## config.mk

```make
export PLATFORM = sky130hd
export DESIGN_NAME = sdram_port_arbiter_flat
export DESIGN_NICKNAME = d
export VERILOG_FILES = /design/src/rtl/sdram_port_arbiter_if.sv /design/src/rtl/sdram_port_arbiter.sv /design/src/flat_wrapper.sv
export SDC_FILE = /design/constraint.sdc
export NUM_CORES = 1
export LEC_CHECK = 0
export CAP_MARGIN = 40
export CORE_ASPECT_RATIO = 0.6
export CORE_MARGIN = 2
export CORE_UTILIZATION = 42
export DETAILED_ROUTE_END_ITERATION = 10
export PLACE_DENSITY_LB_ADDON = 0.2
export SETUP_SLACK_MARGIN = 0.4
export SLEW_MARGIN = 20
export SYNTH_ARGS = -nofsm -noshare
export SYNTH_HDL_FRONTEND = slang
export SYNTH_SLANG_ARGS = --single-unit
```

## constraint.sdc

```tcl
create_clock -name clk -period 5.9 [get_ports clk]
set_clock_uncertainty 0.1 [all_clocks]
set_input_delay 1.475 -clock clk [delete_from_list [all_inputs] [get_ports clk]]
set_output_delay 1.475 -clock clk [all_outputs]
set_load 0.03 [all_outputs]
```

## src/rtl/sdram_port_arbiter_if.sv

```systemverilog
// Bundle between the memory-port arbiter and its three requesters plus the
// external memory port.
//
// Handshake: each requester raises *_req as a level and holds its address,
// data and direction steady until the matching *_ack pulses for exactly one
// cycle. On the memory side, mem_req is a one-cycle strobe that launches an
// access, and mem_ready is a one-cycle completion that returns mem_din for reads.
interface sdram_port_arbiter_if;
    logic        dl_req;
    logic [26:0] dl_addr;
    logic [7:0]  dl_din;
    logic        dl_ack;

    logic        cpu_req;
    logic [26:0] cpu_addr;
    logic        cpu_rnw;
    logic        cpu_cs;
    logic        cpu_ro;
    logic [7:0]  cpu_din;
    logic        cpu_ack;

    logic        dma_req;
    logic [26:0] dma_addr;
    logic        dma_rnw;
    logic [7:0]  dma_din;
    logic        dma_ack;

    logic [7:0]  rd_data;
    logic        err;

    logic        mem_req;
    logic [26:0] mem_addr;
    logic        mem_we;
    logic [7:0]  mem_dout;
    logic [7:0]  mem_din;
    logic        mem_ready;

    // Observability: sequencer state and the DMA starvation counter.
    logic [1:0]  dbg_state;
    logic [3:0]  dbg_starve;

    modport slave (
        input  dl_req, dl_addr, dl_din,
        input  cpu_req, cpu_addr, cpu_rnw, cpu_cs, cpu_ro, cpu_din,
        input  dma_req, dma_addr, dma_rnw, dma_din,
        input  mem_din, mem_ready,
        output dl_ack, cpu_ack, dma_ack, rd_data, err,
        output mem_req, mem_addr, mem_we, mem_dout,
        output dbg_state, dbg_starve
    );

    modport master (
        output dl_req, dl_addr, dl_din,
        output cpu_req, cpu_addr, cpu_rnw, cpu_cs, cpu_ro, cpu_din,
        output dma_req, dma_addr, dma_rnw, dma_din,
        output mem_din, mem_ready,
        input  dl_ack, cpu_ack, dma_ack, rd_data, err,
        input  mem_req, mem_addr, mem_we, mem_dout,
        input  dbg_state, dbg_starve
    );
endinterface

```

## src/rtl/sdram_port_arbiter.sv

```systemverilog
// Three-way arbiter for the single external memory port. The download loader
// always wins. The CPU normally beats DMA, but a DMA that has lost
// STARVE_LIMIT grants in a row is promoted above the CPU. Accesses run one at a
// time through IDLE -> ISSUE -> WAIT -> DONE. Unmapped CPU accesses and CPU
// writes to read-only targets complete without a memory cycle. A watchdog
// aborts an access whose mem_ready never arrives.
module sdram_port_arbiter #(
    parameter int unsigned STARVE_LIMIT = 4,
    parameter int unsigned TIMEOUT      = 255
) (
    input logic                 clk,
    input logic                 reset,
    sdram_port_arbiter_if.slave bus
);
    typedef enum logic [1:0] {
        S_IDLE  = 2'd0,
        S_ISSUE = 2'd1,
        S_WAIT  = 2'd2,
        S_DONE  = 2'd3
    } state_t;

    typedef enum logic [1:0] {
        OWN_NONE = 2'd0,
        OWN_DL   = 2'd1,
        OWN_CPU  = 2'd2,
        OWN_DMA  = 2'd3
    } owner_t;

    localparam logic [3:0] STARVE_MAX = 4'(STARVE_LIMIT);
    localparam logic [7:0] TMO_MAX    = 8'(TIMEOUT);

    state_t      state_q, state_d;
    owner_t      owner_q, owner_d;
    logic [3:0]  starve_q, starve_d;
    logic [7:0]  tmo_q, tmo_d;
    logic        rnw_q, rnw_d;
    logic [7:0]  rd_data_q, rd_data_d;
    logic        err_q, err_d;
    logic [26:0] mem_addr_q, mem_addr_d;
    logic        mem_we_q, mem_we_d;
    logic [7:0]  mem_dout_q, mem_dout_d;

    logic        dma_starved;
    logic [3:0]  starve_inc;
    logic        cpu_shortcut;
    logic        grant_dl;
    logic        grant_dma;
    logic        grant_cpu;

    assign dma_starved  = (starve_q >= STARVE_MAX);
    assign starve_inc   = dma_starved ? starve_q : starve_q + 4'd1;
    // Unmapped accesses and writes to read-only targets never reach memory.
    assign cpu_shortcut = !bus.cpu_cs || (!bus.cpu_rnw && bus.cpu_ro);

    assign grant_dl  = bus.dl_req;
    assign grant_dma = !bus.dl_req && bus.dma_req && (dma_starved || !bus.cpu_req);
    assign grant_cpu = !bus.dl_req && bus.cpu_req && !grant_dma;

    // Next-state logic: arbitration in IDLE, the memory handshake with its
    // watchdog in ISSUE/WAIT, and the completion pulse in DONE.
    always_comb begin
        state_d    = state_q;
        owner_d    = owner_q;
        starve_d   = starve_q;
        tmo_d      = '0;
        rnw_d      = rnw_q;
        rd_data_d  = rd_data_q;
        err_d      = err_q;
        mem_addr_d = mem_addr_q;
        mem_we_d   = mem_we_q;
        mem_dout_d = mem_dout_q;

        case (state_q)
            S_IDLE: begin
                if (grant_dl) begin
                    owner_d    = OWN_DL;
                    rnw_d      = 1'b0;
                    mem_addr_d = bus.dl_addr;
                    mem_we_d   = 1'b1;
                    mem_dout_d = bus.dl_din;
                    state_d    = S_ISSUE;
                    if (bus.dma_req) starve_d = starve_inc;
                end else if (grant_dma) begin
                    owner_d    = OWN_DMA;
                    rnw_d      = bus.dma_rnw;
                    mem_addr_d = bus.dma_addr;
                    mem_we_d   = !bus.dma_rnw;
                    mem_dout_d = bus.dma_din;
                    state_d    = S_ISSUE;
                    starve_d   = '0;
                end else if (grant_cpu) begin
                    owner_d = OWN_CPU;
                    rnw_d   = bus.cpu_rnw;
                    if (bus.dma_req) starve_d = starve_inc;
                    if (cpu_shortcut) begin
                        state_d = S_DONE;
                        err_d   = 1'b0;
                        if (bus.cpu_rnw) rd_data_d = 8'hFF;
                    end else begin
                        mem_addr_d = bus.cpu_addr;
                        mem_we_d   = !bus.cpu_rnw;
                        mem_dout_d = bus.cpu_din;
                        state_d    = S_ISSUE;
                    end
                end
            end
            S_ISSUE, S_WAIT: begin
                if (bus.mem_ready) begin
                    if (rnw_q) rd_data_d = bus.mem_din;
                    err_d   = 1'b0;
                    state_d = S_DONE;
                end else if (state_q == S_ISSUE) begin
                    state_d = S_WAIT;
                end else begin
                    tmo_d = tmo_q + 8'd1;
                    if (tmo_d == TMO_MAX) begin
                        err_d     = 1'b1;
                        rd_data_d = 8'hFF;
                        state_d   = S_DONE;
                    end
                end
            end
            S_DONE: begin
                state_d = S_IDLE;
            end
            default: begin
                state_d = S_IDLE;
            end
        endcase
    end

    // State and datapath registers; reset abandons any access in flight.
    always_ff @(posedge clk) begin
        if (reset) begin
            state_q    <= S_IDLE;
            owner_q    <= OWN_NONE;
            starve_q   <= '0;
            tmo_q      <= '0;
            rnw_q      <= 1'b0;
            rd_data_q  <= '0;
            err_q      <= 1'b0;
            mem_addr_q <= '0;
            mem_we_q   <= 1'b0;
            mem_dout_q <= '0;
        end else begin
            state_q    <= state_d;
            owner_q    <= owner_d;
            starve_q   <= starve_d;
            tmo_q      <= tmo_d;
            rnw_q      <= rnw_d;
            rd_data_q  <= rd_data_d;
            err_q      <= err_d;
            mem_addr_q <= mem_addr_d;
            mem_we_q   <= mem_we_d;
            mem_dout_q <= mem_dout_d;
        end
    end

    assign bus.mem_req    = (state_q == S_ISSUE);
    assign bus.mem_addr   = mem_addr_q;
    assign bus.mem_we     = mem_we_q;
    assign bus.mem_dout   = mem_dout_q;
    assign bus.dl_ack     = (state_q == S_DONE) && (owner_q == OWN_DL);
    assign bus.cpu_ack    = (state_q == S_DONE) && (owner_q == OWN_CPU);
    assign bus.dma_ack    = (state_q == S_DONE) && (owner_q == OWN_DMA);
    assign bus.rd_data    = rd_data_q;
    assign bus.err        = err_q;
    assign bus.dbg_state  = state_q;
    assign bus.dbg_starve = starve_q;
endmodule

```

## src/flat_wrapper.sv

```systemverilog
// flat-port wrapper written by rule: the top's interface ports become plain ports
module sdram_port_arbiter_flat 
#(
    parameter int unsigned STARVE_LIMIT = 4,
    parameter int unsigned TIMEOUT      = 255
)
  (clk, reset, bus_dl_req, bus_dl_addr, bus_dl_din, bus_cpu_req, bus_cpu_addr, bus_cpu_rnw, bus_cpu_cs, bus_cpu_ro, bus_cpu_din, bus_dma_req, bus_dma_addr, bus_dma_rnw, bus_dma_din, bus_mem_din, bus_mem_ready, bus_dl_ack, bus_cpu_ack, bus_dma_ack, bus_rd_data, bus_err, bus_mem_req, bus_mem_addr, bus_mem_we, bus_mem_dout, bus_dbg_state, bus_dbg_starve);
  sdram_port_arbiter_if bus_i ();
  input logic clk;
  input logic reset;
  input wire logic [$bits(bus_i.dl_req)-1:0] bus_dl_req;
  input wire logic [$bits(bus_i.dl_addr)-1:0] bus_dl_addr;
  input wire logic [$bits(bus_i.dl_din)-1:0] bus_dl_din;
  input wire logic [$bits(bus_i.cpu_req)-1:0] bus_cpu_req;
  input wire logic [$bits(bus_i.cpu_addr)-1:0] bus_cpu_addr;
  input wire logic [$bits(bus_i.cpu_rnw)-1:0] bus_cpu_rnw;
  input wire logic [$bits(bus_i.cpu_cs)-1:0] bus_cpu_cs;
  input wire logic [$bits(bus_i.cpu_ro)-1:0] bus_cpu_ro;
  input wire logic [$bits(bus_i.cpu_din)-1:0] bus_cpu_din;
  input wire logic [$bits(bus_i.dma_req)-1:0] bus_dma_req;
  input wire logic [$bits(bus_i.dma_addr)-1:0] bus_dma_addr;
  input wire logic [$bits(bus_i.dma_rnw)-1:0] bus_dma_rnw;
  input wire logic [$bits(bus_i.dma_din)-1:0] bus_dma_din;
  input wire logic [$bits(bus_i.mem_din)-1:0] bus_mem_din;
  input wire logic [$bits(bus_i.mem_ready)-1:0] bus_mem_ready;
  output wire logic [$bits(bus_i.dl_ack)-1:0] bus_dl_ack;
  output wire logic [$bits(bus_i.cpu_ack)-1:0] bus_cpu_ack;
  output wire logic [$bits(bus_i.dma_ack)-1:0] bus_dma_ack;
  output wire logic [$bits(bus_i.rd_data)-1:0] bus_rd_data;
  output wire logic [$bits(bus_i.err)-1:0] bus_err;
  output wire logic [$bits(bus_i.mem_req)-1:0] bus_mem_req;
  output wire logic [$bits(bus_i.mem_addr)-1:0] bus_mem_addr;
  output wire logic [$bits(bus_i.mem_we)-1:0] bus_mem_we;
  output wire logic [$bits(bus_i.mem_dout)-1:0] bus_mem_dout;
  output wire logic [$bits(bus_i.dbg_state)-1:0] bus_dbg_state;
  output wire logic [$bits(bus_i.dbg_starve)-1:0] bus_dbg_starve;
  assign bus_i.dl_req = bus_dl_req;
  assign bus_i.dl_addr = bus_dl_addr;
  assign bus_i.dl_din = bus_dl_din;
  assign bus_i.cpu_req = bus_cpu_req;
  assign bus_i.cpu_addr = bus_cpu_addr;
  assign bus_i.cpu_rnw = bus_cpu_rnw;
  assign bus_i.cpu_cs = bus_cpu_cs;
  assign bus_i.cpu_ro = bus_cpu_ro;
  assign bus_i.cpu_din = bus_cpu_din;
  assign bus_i.dma_req = bus_dma_req;
  assign bus_i.dma_addr = bus_dma_addr;
  assign bus_i.dma_rnw = bus_dma_rnw;
  assign bus_i.dma_din = bus_dma_din;
  assign bus_i.mem_din = bus_mem_din;
  assign bus_i.mem_ready = bus_mem_ready;
  assign bus_dl_ack = bus_i.dl_ack;
  assign bus_cpu_ack = bus_i.cpu_ack;
  assign bus_dma_ack = bus_i.dma_ack;
  assign bus_rd_data = bus_i.rd_data;
  assign bus_err = bus_i.err;
  assign bus_mem_req = bus_i.mem_req;
  assign bus_mem_addr = bus_i.mem_addr;
  assign bus_mem_we = bus_i.mem_we;
  assign bus_mem_dout = bus_i.mem_dout;
  assign bus_dbg_state = bus_i.dbg_state;
  assign bus_dbg_starve = bus_i.dbg_starve;
  sdram_port_arbiter #(.STARVE_LIMIT(STARVE_LIMIT), .TIMEOUT(TIMEOUT)) u_core (.clk(clk), .reset(reset), .bus(bus_i));
endmodule
```

==> results of run 1 <==
critical path: cells and delay by family:
kind | cells | cell delay [ns]
AO/OA/AOI/OAI | 3 | 0.68
buffers and inverters | 2 | 0.93
AND/OR/NAND/NOR | 3 | 1.07
area by class of cell:
type | count | area, sq um | area share [%]
Clock inverter | 1 | 5.005 | 0.09276
Tap cell | 104 | 130.1 | 2.412
Inverter | 16 | 60.06 | 1.113
Sequential cell | 62 | 1241 | 23.01
Clock buffer | 14 | 264.0 | 4.893
Multi-Input combinational cell | 331 | 1871 | 34.67
Timing Repair Buffer | 182 | 1824 | 33.81
flip-flops by register name, summed over array words and instances, names as in the netlist, 2 cells and up:
register / count
u_core.bus.mem_addr: 27
u_core.bus.mem_dout: 8
u_core.bus.rd_data: 8
u_core.tmo_q: 8
u_core.bus.dbg_starve: 4
u_core.bus.dbg_state: 2
u_core.owner_q: 2
worst max path at each step:
stage                             endpoint  cells past startpoint                    start  slack (ns)
floorplan                      bus_cpu_ack                      3  u_core.bus.dbg_state[0]        2.87
global placement    u_core.bus.mem_dout[6]                      8              bus_cpu_req        1.72
detailed placement  u_core.bus.mem_dout[7]                      8              bus_cpu_req        1.61
CTS                 u_core.bus.mem_addr[4]                      8              bus_cpu_req        1.92
global route        u_core.bus.mem_addr[1]                      8              bus_cpu_req        1.63
finish              u_core.bus.mem_addr[4]                      8              bus_cpu_req        1.88
synth_stat cells, drive strengths merged (2+ instances only):
master	instances
nand2	115
dfxtp	62
a21oi	43
o21ai	41
mux2i	36
nor2	23
clkbuf	21
inv	16
a211oi	9
buf	8
nor2b	7
ha	6
nor3	5
a21o	4
nand2b	4
nand3	4
and3	3
nand4	3
xnor2	3
xor2	3
a221oi	2
a41oi	2
and3b	2
nand3b	2
or4	2
stage by stage:
stage,instance area (sq um),hold slack [ns],power [mW]
3_3_place_gp,5086,0.3406,1.307
5_1_grt,5395,0.3722,1.891
4_1_cts,5395,0.3520,1.807
2_1_floorplan,3286,0.3541,1.003
3_5_place_dp,5126,0.3453,1.329
6_report,5395,0.3510,1.793
layer usage:
metal / vias to the layer above / global-route usage, % / routed length [um]
li1: 1811 / - / -
met1: 1628 / 27.27 / 4192
met2: 151 / 40.85 / 4819
met3: 7 / 10.69 / 1095
met4: 0 / 6.961 / 78
met5: - / 0 / 0
kinds of logic (layout without fill, tap and decap cells):
family / count (synthesis) / in the layout / synth area share [%]
AND/OR/NAND/NOR: 176 / 176 / 23.57
AO/OA/AOI/OAI: 107 / 107 / 18.39
flip-flops: 62 / 62 / 37.78
buffers and inverters: 45 / 213 / 5.407
multiplexers: 36 / 36 / 10.97
adder cells (fa/ha/maj): 6 / 6 / 2.285
XOR/XNOR: 6 / 6 / 1.600
power breakdown:
group          internal [mW]  total [mW]  switching (mW)
logic                  0.325       0.759           0.434
clock network          0.304       0.469           0.166
registers              0.511       0.565          0.0541
total                   1.14        1.79           0.654
==> results.tsv, run 1 <==
metric	value	unit
status	finished clean	
Tcrit/Tclk final	68.21	%
hold_sp	u_core.bus.mem_we	
fin cells	710	
Max Fclk	248.5	MHz
Initial Util	44.30	%
Syn-to-layout area delta	64.20	%
Ant. Diodes	0	
final WL	10190	um
top area cells in the synthesized netlist	dfxtp_1 38%, nand2_1 13%, mux2i_1 11%	
Slew Limit Fails	0	
All-Layer GR Usage	23.86	%
Synth Instances	438	
element type at the critical path end	flip-flop	
FF-to-FF setup slack	3.26	ns
CTS buffer count	9	
worst hold endpoint	u_core.bus.mem_we	
largest net degree at the start of global routing	76	
die area	8570	sq um
Setup Fix Bufs, Post-CTS	0	
Synth Net Count	567	
Placed Cells	695	
Syn Area/Cell	7.501	sq um
fillers	611	
maxcap violations	0	
core footprint	7417	sq um
ys async rst share	0	%
PwrDens	332.3	nW/um^2
reg-to-reg endpoint	u_core.bus.mem_addr[4]	
first drt pass iteration count	4	
CP Class	input pin to flip-flop	
slew margin rel.	51.91	%
reg2reg start	u_core.bus.dbg_starve[2]	
CP max stage cell	nand2b_1	
hold depth	2	
dpl ws	1.613	ns
drt drc	0	
DR vias	3597	
RSZ-0062 raised after global routing	false	
post-CTS resize count	0	
gpl congestion	0.8450	
LEAKAGE	1.995	nW
Cell Rows	24	
crit path DAT	4.17	ns
I/O Buffers	177	
most common cell after layout, fill and taps aside	clkdlybuf4s50_1	
Worst Slack Setup Final	1.876	ns
Synth cell types	41	
DIE HEIGHT	72.51	um
Yosys reg bits	62	
Hold Path Class	flip-flop to flip-flop	
CTS Buffer Depth	2	
nets	731	
Routed Antenna Nets	0	
Final min period	4.024	ns
layout cell share with drive strength beyond 1	4.125	%
clock-pin slew on the worst setup and hold paths	0.05	ns
Synth Flop Type	dfxtp_1	
Via density	5.066	
H-tree levels	3	
die width	118.2	um
CTS Hold Bufs	0	
vias in the first global route	3431	
slowest cell delay on critical path	0.59	ns
WP data required	6.05	ns
R2R depth	7	
area leader, netlist	dfxtp_1	
dpl hpwl	7633	um
Worst-Margin Slew	0.7213	ns
Fin Setup TNS	0	ns
Worst setup SP type	input pin	
final hold vios	0	
most frequent cells in the layout	175 x clkdlybuf4s50_1, 115 x nand2_1, 62 x dfxtp_1	
Yosys Warn Count	0	
worst skew pair latency	0.32	ns
CP max FO	19	
grt ovf	0	
Clock Sinks	62	
clock root cell	clkbuf_16	
first-pass GRT wire length	16300	um
Wirelength per Cell	14.35	um
Final Setup Violations	0	
initial antenna violation count	0	
Seq/Total Area, Yosys	37.78	%
First DRT Iteration DRCs	279	
share of the synthesized area in the top cell type	37.78	%
utilization after layout	72.74	%
crit-path cells	clkdlybuf4s50_1 -> or3b_1 -> a21oi_1 -> o21a_1 -> nand2b_1 -> buf_4 -> nand2_1 -> a21oi_1	
Peak VDD IR	0.0002047	V
most used cell, CP	a21oi_1	
synthesized cell area	3286	sq um
TritonCTS clock tree	built	
IO Pins	178	
number of synthesized flops with an enable pin	0	
Note: power is estimated with default switching activity, not from simulation.
==> run 2: changes to the inputs <==
Settings changed: CORE_UTILIZATION 42 to 36.
Clock period 5.9 ns to 3.2 ns, I/O delays scaled along.
==> run 2 against run 1 <==
- combinational power grew 88%
- largest cell class unchanged
- global-route usage shrank 4.0 points
- sequential power is 84% higher
- design area grew 2.3%
- largest power group unchanged
==> results.tsv, run 2 (same netlist as run 1, synthesis figures left out) <==
metric	value	unit
Placed Cells	706	
WP data required	2.30	ns
Wirelength per Cell	13.76	um
dpl hpwl	7613	um
status	finished clean	
slowest cell delay on critical path	0.67	ns
Worst-Margin Slew	0.5408	ns
first-pass GRT wire length	15760	um
PwrDens	649.7	nW/um^2
most frequent cells in the layout	174 x clkdlybuf4s50_1, 115 x nand2_1, 62 x dfxtp_1	
final hold vios	0	
Max Fclk	375.1	MHz
Cell Rows	26	
element type at the critical path end	output pin	
die area	9932	sq um
slew margin rel.	63.95	%
worst skew pair latency	0.32	ns
drt drc	0	
area post-placement	5139	sq um
CP Class	flip-flop to output pin	
clock-pin slew on the worst setup and hold paths	0.06	ns
Ant. Diodes	0	
Syn-to-layout area delta	68.05	%
Initial Util	37.83	%
Routed Antenna Nets	0	
clock root cell	clkbuf_16	
Setup Fix Bufs, Post-CTS	0	
Slew Limit Fails	0	
vias in the first global route	3333	
die width	127.3	um
grt ovf	0	
Worst setup SP type	flip-flop	
DR vias	3545	
IO Pins	178	
core footprint	8686	sq um
First DRT Iteration DRCs	169	
gpl congestion	0.8387	
Fin Setup TNS	0	ns
most common cell after layout, fill and taps aside	clkdlybuf4s50_1	
crit-path cells	ha_1 -> and3_1 -> clkdlybuf4s50_1	
maxcap violations	0	
CTS buffer count	9	
nets	735	
crit path DAT	1.77	ns
TritonCTS clock tree	built	
layout cell share with drive strength beyond 1	5.401	%
Most Crowded Layer GR	met2	
I/O Buffers	177	
CP max FO	4	
Peak VDD IR	0.0002986	V
All-Layer GR Usage	19.90	%
Tcrit/Tclk final	83.31	%
CP max stage cell	clkdlybuf4s50_1	
dpl ws	0.1615	ns
final WL	9951	um
met3 usage	7.724	%
Final Setup Violations	0	
H-tree levels	3	
met1 usage	24.70	%
RSZ-0062 raised after global routing	false	
Worst Slack Setup Final	0.5340	ns
Final min period	2.666	ns
fin cells	723	
CTS Buffer Depth	2	
Via density	4.903	
post-layout instance area	5522	sq um
CP delay by family, top	buffers and inverters	
initial antenna violation count	0	
largest net degree at the start of global routing	63	
Hold Path Class	flip-flop to flip-flop	
Clock Sinks	62	
Largest register FFs	27	
Bufs and invs on worst path	1	
first drt pass iteration count	7	
M2 GR Usage	32.14	%
DIE HEIGHT	78	um
LEAKAGE	2.071	nW
[run 2: tightest hold or removal path, delay by kind of cell, from the launching register on]
family | cells | cell delay (ns)
DFF | 1 | 0.30
AOI/OAI and AO/OA | 1 | 0.05
buffers and inverters | 1 | 0.05
[run 2: stage by stage]
step                      hold WS [ns]  total power [mW]  util [%]
after floorplan                 0.3541             1.849         -
after global routing            0.3776             3.778     63.57
after detailed placement        0.3418             2.463     59.16
after CTS                       0.3531             3.592     63.18
final                           0.3519             3.587     63.57
after global placement          0.3395             2.434     59.16
[run 2: layout make-up]
class | count | area (sq um)
clock buffer | 11 | 242.7
clock inverter | 5 | 106.4
fill | 750 | 3164
multi-input combinational | 331 | 1879
timing repair buffer | 186 | 1852
sequential | 62 | 1241
inverter | 16 | 60.06
tap | 112 | 140.1
[run 2: path summary, 6_finish.rpt]
path	depth (start not counted)	slack [ns]	startpoint	endpoint
worst min register to register	2	0.35	u_core.bus.rd_data[1]	u_core.bus.rd_data[1]
worst min-delay path	2	0.35	u_core.bus.rd_data[1]	u_core.bus.rd_data[1]
worst max-delay path	3	0.53	u_core.bus.dbg_state[0]	bus_dma_ack
worst max register to register	8	0.84	u_core.bus.dbg_state[1]	u_core.bus.rd_data[1]
[run 2: repair_timing]
item,CTS,global route
hold buffers,0,0
gates resized for setup,0,2
setup endpoints to repair,0,34
[run 2: where the power goes]
group	switching (mW)	internal, mW
clock network	0.333	0.783
logic	0.796	0.632
registers	0.102	0.941
total	1.23	2.36
[run 2: per-layer routing]
metal	share of wire, %	vias to the layer above
li1	-	1822
met1	45	1573
met2	43	139
met3	10	11
met4	1.4	0
met5	0	-
